<file path="src/rtl/apb4_requester_if.sv">
// Bundles the command, response and APB bus signals of the APB4 requester.
// The master modport is the requester's view; the slave modport is its environment.
interface apb4_requester_if #(
  parameter int ADDR_W = 12,
  parameter int DATA_W = 32
);
  logic                  cmd_valid;
  logic                  cmd_ready;
  logic                  cmd_write;
  logic [ADDR_W-1:0]     cmd_addr;
  logic [DATA_W-1:0]     cmd_wdata;
  logic [DATA_W/8-1:0]   cmd_strb;
  logic [2:0]            cmd_prot;
  logic                  rsp_valid;
  logic                  rsp_ready;
  logic [DATA_W-1:0]     rsp_rdata;
  logic                  rsp_err;
  logic                  rsp_timeout;
  logic                  psel;
  logic                  penable;
  logic                  pwrite;
  logic [ADDR_W-1:0]     paddr;
  logic [DATA_W-1:0]     pwdata;
  logic [DATA_W/8-1:0]   pstrb;
  logic [2:0]            pprot;
  logic [DATA_W-1:0]     prdata;
  logic                  pready;
  logic                  pslverr;

  modport master (
    input  cmd_valid, cmd_write, cmd_addr, cmd_wdata, cmd_strb, cmd_prot,
    input  rsp_ready, prdata, pready, pslverr,
    output cmd_ready, rsp_valid, rsp_rdata, rsp_err, rsp_timeout,
    output psel, penable, pwrite, paddr, pwdata, pstrb, pprot
  );

  modport slave (
    output cmd_valid, cmd_write, cmd_addr, cmd_wdata, cmd_strb, cmd_prot,
    output rsp_ready, prdata, pready, pslverr,
    input  cmd_ready, rsp_valid, rsp_rdata, rsp_err, rsp_timeout,
    input  psel, penable, pwrite, paddr, pwdata, pstrb, pprot
  );
endinterface

</file>
<file path="src/rtl/apb4_requester.sv">
// APB4 requester: turns a valid/ready command stream into setup/access APB4
// transfers with wait states, slave-error capture and a wait-state timeout.
module apb4_requester #(
  parameter int ADDR_W  = 12,
  parameter int DATA_W  = 32,
  parameter int TIMEOUT = 16
) (
  input  logic              pclk,
  input  logic              preset,
  apb4_requester_if.master  bus
);

  localparam int STRB_W = DATA_W / 8;
  localparam int LSB    = $clog2(STRB_W);
  localparam int CNT_W  = (TIMEOUT > 1) ? $clog2(TIMEOUT) : 1;
  localparam logic [CNT_W-1:0] CNT_LAST = (TIMEOUT > 0) ? CNT_W'(TIMEOUT - 1) : '0;

  typedef enum logic [1:0] {IDLE, SETUP, ACCESS, RESP} state_e;

  state_e state_q, state_d;

  logic              psel_q, psel_d;
  logic              penable_q, penable_d;
  logic              pwrite_q, pwrite_d;
  logic [ADDR_W-1:0] paddr_q, paddr_d;
  logic [DATA_W-1:0] pwdata_q, pwdata_d;
  logic [STRB_W-1:0] pstrb_q, pstrb_d;
  logic [2:0]        pprot_q, pprot_d;
  logic              rsp_valid_q, rsp_valid_d;
  logic [DATA_W-1:0] rsp_rdata_q, rsp_rdata_d;
  logic              rsp_err_q, rsp_err_d;
  logic              rsp_timeout_q, rsp_timeout_d;
  logic [CNT_W-1:0]  cnt_q, cnt_d;
  logic              timeout_hit;

  function automatic logic [ADDR_W-1:0] align_addr(input logic [ADDR_W-1:0] a);
    logic [ADDR_W-1:0] mask;
    mask = ~ADDR_W'((1 << LSB) - 1);
    return a & mask;
  endfunction

  assign timeout_hit = (TIMEOUT != 0) && !bus.pready && (cnt_q == CNT_LAST);

  always_ff @(posedge pclk or posedge preset) begin
    if (preset) state_q <= IDLE;
    else        state_q <= state_d;
  end

  always_comb begin
    state_d = state_q;
    unique case (state_q)
      IDLE:    if (bus.cmd_valid) state_d = SETUP;
      SETUP:   state_d = ACCESS;
      ACCESS:  if (bus.pready || timeout_hit) state_d = RESP;
      RESP:    if (bus.rsp_ready) state_d = IDLE;
      default: state_d = IDLE;
    endcase
  end

  always_comb begin
    psel_d        = psel_q;
    penable_d     = penable_q;
    pwrite_d      = pwrite_q;
    paddr_d       = paddr_q;
    pwdata_d      = pwdata_q;
    pstrb_d       = pstrb_q;
    pprot_d       = pprot_q;
    rsp_valid_d   = rsp_valid_q;
    rsp_rdata_d   = rsp_rdata_q;
    rsp_err_d     = rsp_err_q;
    rsp_timeout_d = rsp_timeout_q;
    cnt_d         = cnt_q;
    unique case (state_q)
      IDLE: if (bus.cmd_valid) begin
        psel_d    = 1'b1;
        penable_d = 1'b0;
        pwrite_d  = bus.cmd_write;
        paddr_d   = align_addr(bus.cmd_addr);
        // Reads carry no write payload on the bus
        pwdata_d  = bus.cmd_write ? bus.cmd_wdata : '0;
        pstrb_d   = bus.cmd_write ? bus.cmd_strb  : '0;
        pprot_d   = bus.cmd_prot;
      end
      SETUP: begin
        penable_d = 1'b1;
        cnt_d     = '0;
      end
      ACCESS: begin
        if (bus.pready) begin
          psel_d        = 1'b0;
          penable_d     = 1'b0;
          rsp_valid_d   = 1'b1;
          rsp_rdata_d   = pwrite_q ? '0 : bus.prdata;
          rsp_err_d     = bus.pslverr;
          rsp_timeout_d = 1'b0;
        end else if (timeout_hit) begin
          psel_d        = 1'b0;
          penable_d     = 1'b0;
          rsp_valid_d   = 1'b1;
          rsp_rdata_d   = '0;
          rsp_err_d     = 1'b1;
          rsp_timeout_d = 1'b1;
        end else begin
          cnt_d = cnt_q + 1'b1;
        end
      end
      RESP: if (bus.rsp_ready) rsp_valid_d = 1'b0;
      default: ;
    endcase
  end

  always_ff @(posedge pclk or posedge preset) begin
    if (preset) begin
      psel_q        <= 1'b0;
      penable_q     <= 1'b0;
      pwrite_q      <= 1'b0;
      paddr_q       <= '0;
      pwdata_q      <= '0;
      pstrb_q       <= '0;
      pprot_q       <= '0;
      rsp_valid_q   <= 1'b0;
      rsp_rdata_q   <= '0;
      rsp_err_q     <= 1'b0;
      rsp_timeout_q <= 1'b0;
      cnt_q         <= '0;
    end else begin
      psel_q        <= psel_d;
      penable_q     <= penable_d;
      pwrite_q      <= pwrite_d;
      paddr_q       <= paddr_d;
      pwdata_q      <= pwdata_d;
      pstrb_q       <= pstrb_d;
      pprot_q       <= pprot_d;
      rsp_valid_q   <= rsp_valid_d;
      rsp_rdata_q   <= rsp_rdata_d;
      rsp_err_q     <= rsp_err_d;
      rsp_timeout_q <= rsp_timeout_d;
      cnt_q         <= cnt_d;
    end
  end

  assign bus.cmd_ready   = (state_q == IDLE);
  assign bus.psel        = psel_q;
  assign bus.penable     = penable_q;
  assign bus.pwrite      = pwrite_q;
  assign bus.paddr       = paddr_q;
  assign bus.pwdata      = pwdata_q;
  assign bus.pstrb       = pstrb_q;
  assign bus.pprot       = pprot_q;
  assign bus.rsp_valid   = rsp_valid_q;
  assign bus.rsp_rdata   = rsp_rdata_q;
  assign bus.rsp_err     = rsp_err_q;
  assign bus.rsp_timeout = rsp_timeout_q;

endmodule

</file>
<file path="src/flat_wrapper.sv">
// flat-port wrapper written by rule: the top's interface ports become plain ports
module apb4_requester_flat 
#(
  parameter int ADDR_W  = 12,
  parameter int DATA_W  = 32,
  parameter int TIMEOUT = 16
)
  (pclk, preset, bus_cmd_valid, bus_cmd_write, bus_cmd_addr, bus_cmd_wdata, bus_cmd_strb, bus_cmd_prot, bus_rsp_ready, bus_prdata, bus_pready, bus_pslverr, bus_cmd_ready, bus_rsp_valid, bus_rsp_rdata, bus_rsp_err, bus_rsp_timeout, bus_psel, bus_penable, bus_pwrite, bus_paddr, bus_pwdata, bus_pstrb, bus_pprot);
  apb4_requester_if #(.ADDR_W(ADDR_W), .DATA_W(DATA_W)) bus_i ();
  input  logic pclk;
  input  logic preset;
  input wire logic [$bits(bus_i.cmd_valid)-1:0] bus_cmd_valid;
  input wire logic [$bits(bus_i.cmd_write)-1:0] bus_cmd_write;
  input wire logic [$bits(bus_i.cmd_addr)-1:0] bus_cmd_addr;
  input wire logic [$bits(bus_i.cmd_wdata)-1:0] bus_cmd_wdata;
  input wire logic [$bits(bus_i.cmd_strb)-1:0] bus_cmd_strb;
  input wire logic [$bits(bus_i.cmd_prot)-1:0] bus_cmd_prot;
  input wire logic [$bits(bus_i.rsp_ready)-1:0] bus_rsp_ready;
  input wire logic [$bits(bus_i.prdata)-1:0] bus_prdata;
  input wire logic [$bits(bus_i.pready)-1:0] bus_pready;
  input wire logic [$bits(bus_i.pslverr)-1:0] bus_pslverr;
  output wire logic [$bits(bus_i.cmd_ready)-1:0] bus_cmd_ready;
  output wire logic [$bits(bus_i.rsp_valid)-1:0] bus_rsp_valid;
  output wire logic [$bits(bus_i.rsp_rdata)-1:0] bus_rsp_rdata;
  output wire logic [$bits(bus_i.rsp_err)-1:0] bus_rsp_err;
  output wire logic [$bits(bus_i.rsp_timeout)-1:0] bus_rsp_timeout;
  output wire logic [$bits(bus_i.psel)-1:0] bus_psel;
  output wire logic [$bits(bus_i.penable)-1:0] bus_penable;
  output wire logic [$bits(bus_i.pwrite)-1:0] bus_pwrite;
  output wire logic [$bits(bus_i.paddr)-1:0] bus_paddr;
  output wire logic [$bits(bus_i.pwdata)-1:0] bus_pwdata;
  output wire logic [$bits(bus_i.pstrb)-1:0] bus_pstrb;
  output wire logic [$bits(bus_i.pprot)-1:0] bus_pprot;
  assign bus_i.cmd_valid = bus_cmd_valid;
  assign bus_i.cmd_write = bus_cmd_write;
  assign bus_i.cmd_addr = bus_cmd_addr;
  assign bus_i.cmd_wdata = bus_cmd_wdata;
  assign bus_i.cmd_strb = bus_cmd_strb;
  assign bus_i.cmd_prot = bus_cmd_prot;
  assign bus_i.rsp_ready = bus_rsp_ready;
  assign bus_i.prdata = bus_prdata;
  assign bus_i.pready = bus_pready;
  assign bus_i.pslverr = bus_pslverr;
  assign bus_cmd_ready = bus_i.cmd_ready;
  assign bus_rsp_valid = bus_i.rsp_valid;
  assign bus_rsp_rdata = bus_i.rsp_rdata;
  assign bus_rsp_err = bus_i.rsp_err;
  assign bus_rsp_timeout = bus_i.rsp_timeout;
  assign bus_psel = bus_i.psel;
  assign bus_penable = bus_i.penable;
  assign bus_pwrite = bus_i.pwrite;
  assign bus_paddr = bus_i.paddr;
  assign bus_pwdata = bus_i.pwdata;
  assign bus_pstrb = bus_i.pstrb;
  assign bus_pprot = bus_i.pprot;
  apb4_requester #(.ADDR_W(ADDR_W), .DATA_W(DATA_W), .TIMEOUT(TIMEOUT)) u_core (.pclk(pclk), .preset(preset), .bus(bus_i));
endmodule
</file>
<file path="config.mk">
export PLATFORM = sky130hd
export DESIGN_NAME = apb4_requester_flat
export DESIGN_NICKNAME = d
export VERILOG_FILES = /design/src/rtl/apb4_requester_if.sv /design/src/rtl/apb4_requester.sv /design/src/flat_wrapper.sv
export SDC_FILE = /design/constraint.sdc
export NUM_CORES = 1
export LEC_CHECK = 0
export CAP_MARGIN = 20
export CORE_ASPECT_RATIO = 1.1
export CORE_UTILIZATION = 41
export CTS_BUF_LIST = sky130_fd_sc_hd__clkbuf_16
export CTS_CLUSTER_DIAMETER = 30
export CTS_CLUSTER_SIZE = 30
export DETAILED_ROUTE_END_ITERATION = 8
export GPL_TIMING_DRIVEN = 1
export PLACE_DENSITY = 0.81
export SLEW_MARGIN = 20
export SYNTH_ARGS = -nofsm -noshare
export SYNTH_HDL_FRONTEND = slang
export SYNTH_SLANG_ARGS = --single-unit
export TNS_END_PERCENT = 50
</file>
<file path="constraint.sdc">
create_clock -name pclk -period 3.5 [get_ports pclk]
set_input_delay 0.7 -clock pclk [delete_from_list [all_inputs] [get_ports pclk]]
set_output_delay 0.7 -clock pclk [all_outputs]
set_load 0.03 [all_outputs]
</file>
==> results.json <==
{
  "synthCells": 355,
  "tns_ns": 0,
  "clock.fmax_ghz": 0.398,
  "synthMuxAreaShare_pct": 0.870,
  "yosysSeqAreaShare_pct": 62.3,
  "power_frac_seq_pct": 31.7,
  "slowest_stage": "clkdlybuf4s50_1",
  "skew_ns": 0.00751,
  "synth_area_sq_mm": 0.00374,
  "drtIter0Drc": 90,
  "slew_headroom_pct": 37.4,
  "nFillCells": 689,
  "synth_top_area_cell": "dfrtp_1",
  "power.internal_mw": 3.36,
  "syn_avg_cell_area_sq_um": 10.5,
  "h-tree-depth": 3,
  "synth_top_family_by_area": "simple AND/OR/NAND/NOR gates",
  "final_area_sq_mm": 0.00590,
  "p_leak_nw": 2.77,
  "maxCapViolCount": 0,
  "core-area_sq_mm": 0.00887,
  "cts_root_buf": "clkbuf_16",
  "cts.repair.resized": 0,
  "drive_above_1_share_pct": 5.49,
  "hold_ws_ns": 0.466,
  "rows": 36,
  "drt-total-wl_um": 9610,
  "vias_per_cell": 5.03,
  "reg2reg_slack_ns": 1.38,
  "rsz0062_at_grt": "false",
  "critPathRequiredTime_ns": 2.80,
  "wl_per_cell_um": 15.0,
  "synth_fa_ha_area_share_pct": 2.34,
  "hpwl_um": 6630,
  "synth_top_area_share_pct": 62.3,
  "die_w_um": 93.0,
  "cts_buffers": 9,
  "portBuffers": 175,
  "slew_violations": 0,
  "p_per_area_mw_per_mm2": 943,
  "place_congestion": 0.706,
  "fin_crit_ns": 2.51,
  "overflow": 0,
  "cp_max_fo": 5,
  "yosysWarnings": 0,
  "cp.arrival_ns": 1.81,
  "status": "finished clean",
  "grt_usage_pct": 20.4,
  "dpl_cell_area_sq_mm": 0.00557,
  "yosys.area_share.simple_pct": 19.1,
  "synth_compound_area_share_pct": 10.7,
  "irDropWorstVdd_uv": 445,
  "post-cts-setup-buffers": 0,
  "postLayoutCoreUtil_pct": 66.5,
  "cts_tree": "built",
  "pin_count": 180,
  "dieArea_sq_mm": 0.00950,
  "ys_top_cells_by_area": "dfrtp_1 62%, nand2_1 12%, a22o_1 7.5%",
  "final-hold-violation-count": 0,
  "first_pass_iters": 4,
  "critPathKind": "reg2out",
  "route.detailed.drc": 0,
  "critPathCaptureType": "output port",
  "grt_pass1_wl_um": 15000,
  "antenna_found_initial": 0,
  "fin_crit_sh_pct": 71.8,
  "cp_slowest_stage_delay_ns": 0.69,
  "path_delay_family": "buffers and inverters",
  "pwr-share-clk_pct": 19.7,
  "ctsLongestPathBuffers": 2,
  "antennaDiodeCount": 0,
  "area_growth_pct": 58.0,
  "ant_nets": 0,
  "insertion_delay_ns": 0.33,
  "ys_ff_latch": 93,
  "crit_buf_inv": 2,
  "hp-class": "reg2reg",
  "path_cells": "inv_1, ha_1, clkdlybuf4s50_1",
  "cp-start-kind": "flop",
  "dr_total_vias": 3227,
  "nets": 620,
  "hold_buffers": 0,
  "die_h_um": 102,
  "p_comb_share_pct": 48.6,
  "swShare_pct": 39.7,
  "grt_max_degree": 51,
  "finalSetupViolations": 0,
  "clkSlewWorstSetupHoldPaths_ns": 0.07,
  "ys_types": 35,
  "tightest_slew_ns": 0.936,
  "clkSinkCount": 93,
  "synth_xor_area_share_pct": 0,
  "grt_pass1_vias": 3096,
  "start_util_pct": 42.1,
  "p_switching_mw": 2.21
}
## worst paths after layout
path / from / to / cells after the start
worst max-delay path: u_core.state_q[0] / bus_cmd_ready / 3
worst min-delay path: u_core.bus.pwdata[16] / u_core.bus.pwdata[16] / 2
worst max register to register: u_core.state_q[0] / u_core.bus.rsp_rdata[24] / 6
worst min register to register: u_core.bus.pwdata[16] / u_core.bus.pwdata[16] / 2
max in group asynchronous: preset / u_core.bus.pwdata[12] / 3
min in group asynchronous: preset / u_core.bus.rsp_rdata[24] / 2
## flip-flops by register name, summed over array words and instances (netlist names)
name / flops
u_core.bus.rsp_timeout: 1
u_core.state_q: 2
u_core.bus.psel: 1
u_core.cnt_q: 4
u_core.bus.pwdata: 32
u_core.bus.penable: 1
u_core.bus.rsp_rdata: 32
u_core.bus.pstrb: 4
u_core.bus.pwrite: 1
u_core.bus.rsp_valid: 1
u_core.bus.paddr: 10
u_core.bus.rsp_err: 1
u_core.bus.pprot: 3
## synth_stat cells
library cell / instances
nand2_1: 118
dfrtp_1: 93
nand3_1: 37
a22o_1: 32
clkbuf_1: 13
inv_1: 9
a21oi_1: 8
ha_1: 7
buf_6: 4
buf_2: 3
a211oi_1: 2
buf_1: 2
buf_4: 2
mux2_2: 2
nor2_1: 2
nor3_1: 2
a2111oi_0: 1
a21o_1: 1
a221oi_2: 1
a2bb2oi_1: 1
a31o_2: 1
a32oi_1: 1
a41oi_1: 1
and2_1: 1
and2b_1: 1
and3_1: 1
and4_1: 1
conb_1: 1
inv_2: 1
mux2i_1: 1
nand2b_1: 1
nand3_2: 1
nand4b_1: 1
nor2b_1: 1
nor3_2: 1
## worst register-to-register path, stage by stage, from the launching register on
cell	delay, ns
dfrtp_1	0.42
inv_1	0.11
ha_1	0.31
inv_2	0.17
a21o_1	0.54
buf_4	0.34
a22o_1	0.18
## kinds of logic (layout without fill, tap and decap cells)
logic type,after synthesis,after routing
buffers and inverters,34,206
other,1,2
muxes,3,3
adders and majority gates,7,7
DFF,93,93
AOI/OAI and AO/OA,49,49
and+or+nand+nor,168,168
## through the flow
step,power (mW),worst slack [ns],cells
global route,5.88,0.915,642
floorplan,3.36,0.380,356
finish,5.57,0.986,642
CTS,5.62,0.973,642
detailed placement,4.50,0.981,626
global placement,4.44,1.04,626
## layout by cell type (no fill, tap or decap), types with 2 or more instances in the layout
cell,count
ha_1,7
dfrtp_1,93
nor2_1,2
bufinv_16,3
buf_4,4
a211oi_1,2
clkinv_1,2
conb_1,2
mux2_2,2
clkdlybuf4s50_1,175
nand2_1,117
a21oi_1,8
nand3_1,37
inv_1,8
a22o_1,32
clkbuf_16,9
nor3_1,2
## final cells by class
type,instances,area (sq um),share of cell area (%)
clock inverters,7,114,1.93
flip-flops and latches,93,2330,39.4
multi-input cells,229,1250,21.3
clock buffers,9,225,3.81
inverters,10,38.8,0.657
repair buffers,180,1800,30.5
well taps,114,143,2.42
## per-layer routing
layer  global-route usage, %  up-vias  wire (um)
met4                    8.99        0        187
met2                    34.0      133       4640
li1                        -     1529          -
met3                    5.65       15        749
met1                    25.0     1550       4030
met5                       0        -          0
## power groups by stage
stage	logic, mW	registers, mW	clock network [mW]
floorplan	0.761	2.60	0
global placement	2.68	1.76	0
detailed placement	2.71	1.78	0
CTS	2.73	1.77	1.12
global route	2.89	1.82	1.16
finish	2.71	1.77	1.10
Power figures use the tool's default switching activity.
